File: src/rtl/mem_port_request_queue_if.sv
// Requester, cluster-issue and response signals of one memory-port request queue.
// The slave modport is the queue side; the master modport is the requester/cluster side.
interface mem_port_request_queue_if #(
    parameter int ADDR_W = 12,
    parameter int DATA_W = 16,
    parameter int TAG_W  = 2
);
    logic              req_valid;
    logic              req_ready;
    logic [ADDR_W-1:0] req_addr;
    logic              req_wen;
    logic [DATA_W-1:0] req_data;
    logic [TAG_W-1:0]  req_tag;
    logic              mem_valid;
    logic [TAG_W-1:0]  mem_req_tag;
    logic [ADDR_W-1:0] mem_addr;
    logic [DATA_W-1:0] mem_data;
    logic              mem_wen;
    logic              freeze_inputs;
    logic              rsp_valid;
    logic [TAG_W-1:0]  rsp_tag;
    logic [TAG_W:0]    outstanding;
    logic              err_sticky;

    modport slave (
        input  req_valid, req_addr, req_wen, req_data, freeze_inputs, rsp_valid, rsp_tag,
        output req_ready, req_tag, mem_valid, mem_req_tag, mem_addr, mem_data, mem_wen,
               outstanding, err_sticky
    );

    modport master (
        output req_valid, req_addr, req_wen, req_data, freeze_inputs, rsp_valid, rsp_tag,
        input  req_ready, req_tag, mem_valid, mem_req_tag, mem_addr, mem_data, mem_wen,
               outstanding, err_sticky
    );
endinterface

File: src/rtl/mem_port_request_queue.sv
// Per-port request FIFO with tag assignment and read-tag tracking; optional checks via MEM_PORTQ_ERR_CHECK_EN.
// Latency: accepted request visible on mem_* one cycle later at earliest (empty queue, no freeze).
// Backpressure: req_ready drops when full or next tag busy; head held while freeze_inputs is high.
module mem_port_request_queue #(
    parameter int DEPTH  = 4,
    parameter int ADDR_W = 12,
    parameter int DATA_W = 16,
    parameter int TAG_W  = 2
) (
    input  logic                      clk,
    input  logic                      reset_n,
    mem_port_request_queue_if.slave   bus
);
    localparam int PTR_W = $clog2(DEPTH);
    localparam int NTAGS = 1 << TAG_W;
    localparam logic [PTR_W:0]   PTR_ONE = 1;
    localparam logic [TAG_W-1:0] TAG_ONE = 1;

    typedef struct packed {
        logic [TAG_W-1:0]  tag;
        logic [ADDR_W-1:0] addr;
        logic [DATA_W-1:0] data;
        logic              wen;
    } entry_t;

    entry_t           fifo_mem [DEPTH];
    entry_t           head;
    logic [PTR_W:0]   wr_ptr;
    logic [PTR_W:0]   rd_ptr;
    logic [TAG_W-1:0] next_tag;
    logic [NTAGS-1:0] busy;
    logic [NTAGS-1:0] busy_nxt;
    logic [TAG_W:0]   busy_cnt;
    logic [TAG_W:0]   outstanding_q;
    logic             full;
    logic             empty;
    logic             accept;
    logic             pop;

    assign empty  = (wr_ptr == rd_ptr);
    assign full   = (wr_ptr[PTR_W] != rd_ptr[PTR_W]) &&
                    (wr_ptr[PTR_W-1:0] == rd_ptr[PTR_W-1:0]);
    assign accept = bus.req_valid && bus.req_ready;
    assign pop    = !empty && !bus.freeze_inputs;
    assign head   = fifo_mem[rd_ptr[PTR_W-1:0]];

    assign bus.req_ready   = !full && !busy[next_tag];
    assign bus.req_tag     = next_tag;
    assign bus.mem_valid   = !empty;
    assign bus.mem_req_tag = head.tag;
    assign bus.mem_addr    = head.addr;
    assign bus.mem_data    = head.data;
    assign bus.mem_wen     = head.wen;
    assign bus.outstanding = outstanding_q;

    // Set and release never hit the same bit: accept needs busy[next_tag]=0, release needs it 1.
    always_comb begin
        busy_nxt = busy;
        if (accept && !bus.req_wen) busy_nxt[next_tag] = 1'b1;
        if (bus.rsp_valid)          busy_nxt[bus.rsp_tag] = 1'b0;
        busy_cnt = '0;
        for (int i = 0; i < NTAGS; i++) begin
            busy_cnt = busy_cnt + {{TAG_W{1'b0}}, busy_nxt[i]};
        end
    end

    always_ff @(posedge clk or negedge reset_n) begin
        if (!reset_n) begin
            wr_ptr        <= '0;
            rd_ptr        <= '0;
            next_tag      <= '0;
            busy          <= '0;
            outstanding_q <= '0;
            for (int i = 0; i < DEPTH; i++) fifo_mem[i] <= '0;
        end else begin
            if (accept) begin
                fifo_mem[wr_ptr[PTR_W-1:0]] <= '{tag: next_tag, addr: bus.req_addr,
                                                 data: bus.req_data, wen: bus.req_wen};
                wr_ptr   <= wr_ptr + PTR_ONE;
                next_tag <= next_tag + TAG_ONE;
            end
            if (pop) rd_ptr <= rd_ptr + PTR_ONE;
            busy          <= busy_nxt;
            outstanding_q <= busy_cnt;
        end
    end

`ifdef MEM_PORTQ_ERR_CHECK_EN
    logic [6:0] wd_cnt;
    logic       stall;
    logic       err_q;

    assign stall = bus.req_valid && bus.req_wen && !bus.req_ready && full;

    // wd_cnt counts earlier consecutive stall cycles, so >=64 means this is the 65th.
    always_ff @(posedge clk or negedge reset_n) begin
        if (!reset_n) begin
            wd_cnt <= '0;
            err_q  <= 1'b0;
        end else begin
            if (!stall)                wd_cnt <= '0;
            else if (wd_cnt != 7'h7F)  wd_cnt <= wd_cnt + 7'd1;
            if ((bus.rsp_valid && !busy[bus.rsp_tag]) || (stall && wd_cnt >= 7'd64))
                err_q <= 1'b1;
        end
    end

    assign bus.err_sticky = err_q;
`else
    assign bus.err_sticky = 1'b0;
`endif
endmodule

File: src/flat_wrapper.sv
// flat-port wrapper written by rule: the top's interface ports become plain ports
module mem_port_request_queue_flat 
#(
    parameter int DEPTH  = 4,
    parameter int ADDR_W = 12,
    parameter int DATA_W = 16,
    parameter int TAG_W  = 2
)
  (clk, reset_n, bus_req_valid, bus_req_addr, bus_req_wen, bus_req_data, bus_freeze_inputs, bus_rsp_valid, bus_rsp_tag, bus_req_ready, bus_req_tag, bus_mem_valid, bus_mem_req_tag, bus_mem_addr, bus_mem_data, bus_mem_wen, bus_outstanding, bus_err_sticky);
  mem_port_request_queue_if #(.ADDR_W(ADDR_W), .DATA_W(DATA_W), .TAG_W(TAG_W)) bus_i ();
  input  logic clk;
  input  logic reset_n;
  input wire logic [$bits(bus_i.req_valid)-1:0] bus_req_valid;
  input wire logic [$bits(bus_i.req_addr)-1:0] bus_req_addr;
  input wire logic [$bits(bus_i.req_wen)-1:0] bus_req_wen;
  input wire logic [$bits(bus_i.req_data)-1:0] bus_req_data;
  input wire logic [$bits(bus_i.freeze_inputs)-1:0] bus_freeze_inputs;
  input wire logic [$bits(bus_i.rsp_valid)-1:0] bus_rsp_valid;
  input wire logic [$bits(bus_i.rsp_tag)-1:0] bus_rsp_tag;
  output wire logic [$bits(bus_i.req_ready)-1:0] bus_req_ready;
  output wire logic [$bits(bus_i.req_tag)-1:0] bus_req_tag;
  output wire logic [$bits(bus_i.mem_valid)-1:0] bus_mem_valid;
  output wire logic [$bits(bus_i.mem_req_tag)-1:0] bus_mem_req_tag;
  output wire logic [$bits(bus_i.mem_addr)-1:0] bus_mem_addr;
  output wire logic [$bits(bus_i.mem_data)-1:0] bus_mem_data;
  output wire logic [$bits(bus_i.mem_wen)-1:0] bus_mem_wen;
  output wire logic [$bits(bus_i.outstanding)-1:0] bus_outstanding;
  output wire logic [$bits(bus_i.err_sticky)-1:0] bus_err_sticky;
  assign bus_i.req_valid = bus_req_valid;
  assign bus_i.req_addr = bus_req_addr;
  assign bus_i.req_wen = bus_req_wen;
  assign bus_i.req_data = bus_req_data;
  assign bus_i.freeze_inputs = bus_freeze_inputs;
  assign bus_i.rsp_valid = bus_rsp_valid;
  assign bus_i.rsp_tag = bus_rsp_tag;
  assign bus_req_ready = bus_i.req_ready;
  assign bus_req_tag = bus_i.req_tag;
  assign bus_mem_valid = bus_i.mem_valid;
  assign bus_mem_req_tag = bus_i.mem_req_tag;
  assign bus_mem_addr = bus_i.mem_addr;
  assign bus_mem_data = bus_i.mem_data;
  assign bus_mem_wen = bus_i.mem_wen;
  assign bus_outstanding = bus_i.outstanding;
  assign bus_err_sticky = bus_i.err_sticky;
  mem_port_request_queue #(.DEPTH(DEPTH), .ADDR_W(ADDR_W), .DATA_W(DATA_W), .TAG_W(TAG_W)) u_core (.clk(clk), .reset_n(reset_n), .bus(bus_i));
endmodule
File: config.mk
export PLATFORM = sky130hd
export DESIGN_NAME = mem_port_request_queue_flat
export DESIGN_NICKNAME = d
export VERILOG_FILES = /design/src/rtl/mem_port_request_queue_if.sv /design/src/rtl/mem_port_request_queue.sv /design/src/flat_wrapper.sv
export SDC_FILE = /design/constraint.sdc
export NUM_CORES = 1
export LEC_CHECK = 0
export BUFFER_PORTS_ARGS = -buffer_cell sky130_fd_sc_hd__buf_2
export CAP_MARGIN = 20
export CORE_UTILIZATION = 58
export CTS_CLUSTER_DIAMETER = 50
export DETAILED_ROUTE_END_ITERATION = 6
export PLACE_DENSITY = 0.91
export SYNTH_ARGS = -nofsm -noshare
export SYNTH_HDL_FRONTEND = slang
export SYNTH_SLANG_ARGS = --single-unit
File: constraint.sdc
create_clock -name clk -period 4.1 [get_ports clk]
set_clock_uncertainty 0.15 [all_clocks]
set_input_delay 0.82 -clock clk [delete_from_list [all_inputs] [get_ports clk]]
set_output_delay 0.82 -clock clk [all_outputs]
set_load 0.05 [all_outputs]
==> results of run 1 <==
-- flip-flops by register name (all words and copies together) (netlist names) --
name,cells
u_core.fifo_mem,124
u_core.busy,4
u_core.bus.outstanding,3
u_core.rd_ptr,3
u_core.wr_ptr,3
u_core.bus.req_tag,2
-- synth_stat cells, types with 2 or more instances --
master | number | area (um^2)
xnor2_1 | 6 | 52.6
buf_1 | 2 | 7.51
nand3b_1 | 2 | 15.0
dfrtp_1 | 139 | 3480
o21ai_0 | 8 | 40.0
nand3_1 | 5 | 25.0
clkbuf_1 | 5 | 18.8
ha_1 | 11 | 138
buf_6 | 3 | 33.8
nor2b_1 | 2 | 12.5
inv_1 | 4 | 15.0
mux2_2 | 127 | 1430
buf_2 | 10 | 50.1
clkbuf_2 | 2 | 10.0
xor2_1 | 3 | 26.3
nand2_1 | 6 | 22.5
mux4_2 | 32 | 721
-- final timing paths --
check,end,from,slack (ns),cells after the start
setup / recovery,bus_mem_req_tag[1],u_core.rd_ptr[0],0.85,3
hold / removal,u_core.fifo_mem[52],u_core.fifo_mem[52],0.35,1
setup reg to reg,u_core.bus.outstanding[1],u_core.bus.req_tag[0],0.93,7
hold reg to reg,u_core.fifo_mem[52],u_core.fifo_mem[52],0.35,1
max in group asynchronous,u_core.fifo_mem[90],reset_n,2.23,4
min in group asynchronous,u_core.fifo_mem[111],reset_n,0.58,2
-- kinds of logic after synthesis --
logic type      synth area share, %
flops                          56.4
mux                            34.9
simple gates                   1.46
xor+xnor                       1.28
buf+inv                        2.31
compound gates                 1.10
other cells                  0.0608
fa+ha+maj                      2.56
-- through the flow --
stage	worst slack (ns)	cells	hold slack, ns	instance area (um^2)	utilization [%]
finish	0.852	599	0.352	7330	71.0
global route	0.700	599	0.356	7330	71.0
CTS	0.786	597	0.350	7290	70.6
detailed placement	0.951	567	0.337	6650	64.5
global placement	1.07	567	0.331	6650	64.5
floorplan	0.536	374	0.324	6170	-
-- layout by cell type, fill, tap and decap left out, drive strengths merged --
master / n
clkinv: 5
dlygate4sd3: 1
nand3: 5
fa: 1
and3: 1
inv: 5
mux2: 127
dfrtp: 139
nand3b: 2
a31oi: 2
conb: 1
xor2: 3
ha: 11
bufinv: 6
clkbuf: 18
xnor2: 6
buf: 81
nand2: 6
or3b: 1
mux4: 32
nor2b: 2
o21ai: 8
-- layout make-up --
class	count	share of cell area [%]
Clock inverter	12	3.02
Inverter	4	0.205
Tap cell	136	2.32
Sequential cell	139	47.5
Clock buffer	18	5.70
Multi-Input combinational cell	208	35.0
Timing Repair Buffer	82	6.30
-- per-layer routing --
layer	up-vias	GRT usage (%)	wire, um
met5	-	0	0
met4	0	7.04	97
met3	9	4.12	333
met2	77	38.8	6150
met1	1825	30.3	4960
li1	1532	-	-
-- worst reg2reg max path, delay by kind of cell (launching register included) --
family	cells	cell delay [ns]
AOI/OAI and AO/OA	2	0.59
muxes	1	0.58
adders and majority gates	3	0.96
DFF	1	0.54
and+or+nand+nor	1	0.25
==> flow_metrics.tcl, run 1 <==
set metrics [dict create \
    outcome "finished, final reports clean" \
    grt_max_degree 125 \
    htreeDepth 4 \
    wirelength_mm 11.5 \
    yosysUniqueCellTypes 24 \
    required_ns 3.13 \
    path_clk_slew_ns 0.06 \
    pin_count 75 \
    setup_viol 0 \
    crit_path_max_incr_delay_ns 0.62 \
    vias 3443 \
    multi_input_area_um2 2560 \
    ys_seq_elements 139 \
    row_count 37 \
    postSynthCellCount 374 \
    period_needed_ns 3.25 \
    cts_buffers 17 \
    viasPerCell 5.75 \
    synth_edf_count 0 \
    die-height_um 105 \
    fin_tns_setup_ns 0 \
    cts_resized 0 \
    synth_nets 422 \
    antenna_found_initial 0 \
    fin_crit_sh_pct 79.2 \
    finalHoldViolCount 0 \
    grt_util_all_layers_pct 22.9 \
    async_flop_share_pct 100 \
    cts_hold_buf 0 \
    clkLatencyLatePin_ns 0.50 \
    post-cts-setup-buffers 0 \
    cp_max_fo 33 \
    port_buffers 73 \
    crit_arrival_ns 2.28 \
    drive_above_1_share_pct 59.6 \
    tightest_slew_ns 0.866 \
    drt_iter0_markers 130 \
    worst_slew_margin_rel_pct 42.2 \
    n_fill_cell 641 \
    layout.nets 500 \
    grt_pass1_vias 3827 \
    end_kind "output port" \
    overflow 0 \
    core_area_um2 10300 \
    area_growth_syn_to_layout_pct 18.8 \
    start_util_pct 59.8 \
    tritoncts "yes" \
    critPathTopFamily "buffers and inverters" \
    path_cells "buf_4, mux4_2, buf_2" \
    cp-start-kind "register" \
    diodes 0 \
    grt_pass1_wl_mm 19.2 \
    ys_seq_area_share_pct 56.4 \
    maxCapViolations 0 \
    dr.pass1.iters 4 \
    synth_warnings 0 \
    seq_area_um2 3480 \
    die_x_um 105 \
    hold_class "register to register" \
    crit_path_top_delay_cell "mux4_2" \
    die_area_um2 11100 \
    avgRoutedWirePerCell_um 19.3 \
    crit_type "register to output port" \
    synth_area_um2 6170 \
    ant_nets 0 \
    cp_num_buf_inv 2 \
    synth_flop_cell "dfrtp_1" \
    clockBufferDepth 2 \
    rsz0062_at_grt "false" \
    cts_root_buffer "clkbuf_8" \
    fmax_ghz 0.308 \
    synth.avg_cell_area_um2 16.5 \
    cts_sinks 139 \
    route.detailed.drc 0 \
    routabilityCongestion 0.909 \
    drv_slew 0 \
    dp.final_hpwl_mm 7.09 \
]
Power of run 1 is left out: the tool's default activity adds up to more than one toggle a clock period on the data nets, which glitch-free logic cannot reach.
==> run 2, diff against run 1 <==
Clock period 4.1 ns to 3.2 ns, I/O delays scaled along.
==> run 2 against run 1 <==
  * Final area about the same
  * Core utilization about the same
  * Via count up 1.6%
  * Wire length up 4.9%
  * Final cell count up 0.67%
  * Non-clock buffer count up 2
  * Flip-flop and latch count unchanged
  * Register-to-register slack worse by 0.62 ns
==> flow_metrics.tcl, run 2 (synthesis results as in run 1) <==
set metrics [dict create \
    outcome "finished, final reports clean" \
    pin_count 75 \
    cp_max_fo 10 \
    core_area_um2 10300 \
    crit_arrival_ns 2.19 \
    port_buffers 73 \
    drive_above_1_share_pct 60.6 \
    hold_depth 2 \
    antenna_found_initial 1 \
    dp.final_hpwl_mm 7.57 \
    required_ns 2.41 \
    tightest_slew_ns 0.648 \
    crit_type "register to output port" \
    cts_sinks 139 \
    end_kind "output port" \
    diodes 0 \
    period_needed_ns 2.98 \
    avgRoutedWirePerCell_um 20.1 \
    routabilityCongestion 0.829 \
    worst_slew_margin_rel_pct 56.8 \
    tritoncts "yes" \
    final_common_cell "dfrtp_1" \
    drt_iter0_markers 139 \
    route.detailed.drc 0 \
    rr_worst_depth 7 \
    final_cell_mix "dfrtp_1 (137), mux2_2 (127), buf_2 (72)" \
    drv_slew 0 \
    vias 3498 \
    stdcell_area_um2 7330 \
    setup_viol 0 \
    layout.nets 502 \
    overflow 0 \
    reg.largest.list "u_core.fifo_mem (124), u_core.busy (4)" \
    htreeDepth 4 \
    path_clk_slew_ns 0.06 \
    place_ws_ns 0.298 \
    fmax_ghz 0.335 \
    rsz0062_at_grt "false" \
    dr.pass1.iters 5 \
    finalHoldViolCount 0 \
    clkLatencyLatePin_ns 0.51 \
    die-height_um 105 \
    grt_max_degree 71 \
    start_util_pct 59.8 \
    largest_register "u_core.fifo_mem" \
    grt_pass1_wl_mm 19.9 \
    cp-start-kind "register" \
    fin_util_pct 71.0 \
    hold_class "primary input to register" \
    row_count 37 \
    maxCapViolations 0 \
    viasPerCell 5.80 \
    area_growth_syn_to_layout_pct 18.8 \
    cts_root_buffer "clkbuf_8" \
    die_x_um 105 \
    cts_buffers 17 \
    fin_crit_sh_pct 93.3 \
    grt_pass1_vias 3796 \
    ant_nets 0 \
    die_area_um2 11100 \
    fin_tns_setup_ns 0 \
    wirelength_mm 12.1 \
    grt_util_all_layers_pct 23.9 \
    largest_reg_flops 124 \
    post_dp_cell_area_um2 6740 \
    setup_ws_ns 0.215 \
    clockBufferDepth 2 \
]
-- run 2: cell count changes in the layout (fill, tap and decap cells not counted), sizes merged --
cell / previous run / this run
bufinv: 6 / 2
buf: 81 / 83
clkinvlp: 0 / 2
inv: 5 / 7
clkbuf: 18 / 19
clkinv: 5 / 6
-- run 2: path summary, 6_finish.rpt --
| check | slack, ns | from | end |
|---|---|---|---|
| hold reg to reg | 0.35 | u_core.fifo_mem[36] | u_core.fifo_mem[36] |
| hold / removal | 0.25 | bus_req_data[1] | u_core.fifo_mem[33] |
| setup reg to reg | 0.31 | u_core.bus.req_tag[0] | u_core.bus.outstanding[1] |
| setup / recovery | 0.22 | u_core.bus.req_tag[0] | bus_req_ready |
| max in group asynchronous | 1.62 | reset_n | u_core.fifo_mem[103] |
| min in group asynchronous | 0.56 | reset_n | u_core.fifo_mem[49] |
-- run 2: metrics by stage --
stage / cells / hold WS (ns)
6_report: 603 / 0.254
5_1_grt: 603 / 0.240
4_1_cts: 603 / 0.230
3_5_place_dp: 570 / 0.339
3_3_place_gp: 570 / 0.331
2_1_floorplan: 374 / 0.194
-- run 2: repair_timing --
item,CTS,global route
setup buffers,0,0
hold endpoints to repair,2,0
resized for setup,0,1
hold buffers,1,0
setup endpoints to repair,0,10
-- run 2: area by class of cell --
type | count | area [um^2]
Sequential cell | 139 | 3480
Timing Repair Buffer | 84 | 510
Inverter | 4 | 15.0
Clock buffer | 19 | 442
Tap cell | 136 | 170
Clock inverter | 13 | 141
Fill cell | 658 | 2990
Multi-Input combinational cell | 208 | 2570
-- run 2: per-layer routing --
layer / track usage [%] / part of all wire, % / up-vias / routed length (um)
met4: 6.04 / 0.66 / 0 / 80
met5: 0 / 0 / - / 0
met1: 30.8 / 42 / 1843 / 5070
li1: - / - / 1543 / -
met3: 6.43 / 5.0 / 9 / 601
met2: 40.5 / 52 / 103 / 6350
-- run 2: worst max-delay path: stages, from the launching register on --
cell and delay, ns:
dfrtp_2 0.47, mux4_2 0.57, a31oi_4 0.30, buf_2 0.35
Power of run 2 is left out for the same reason.
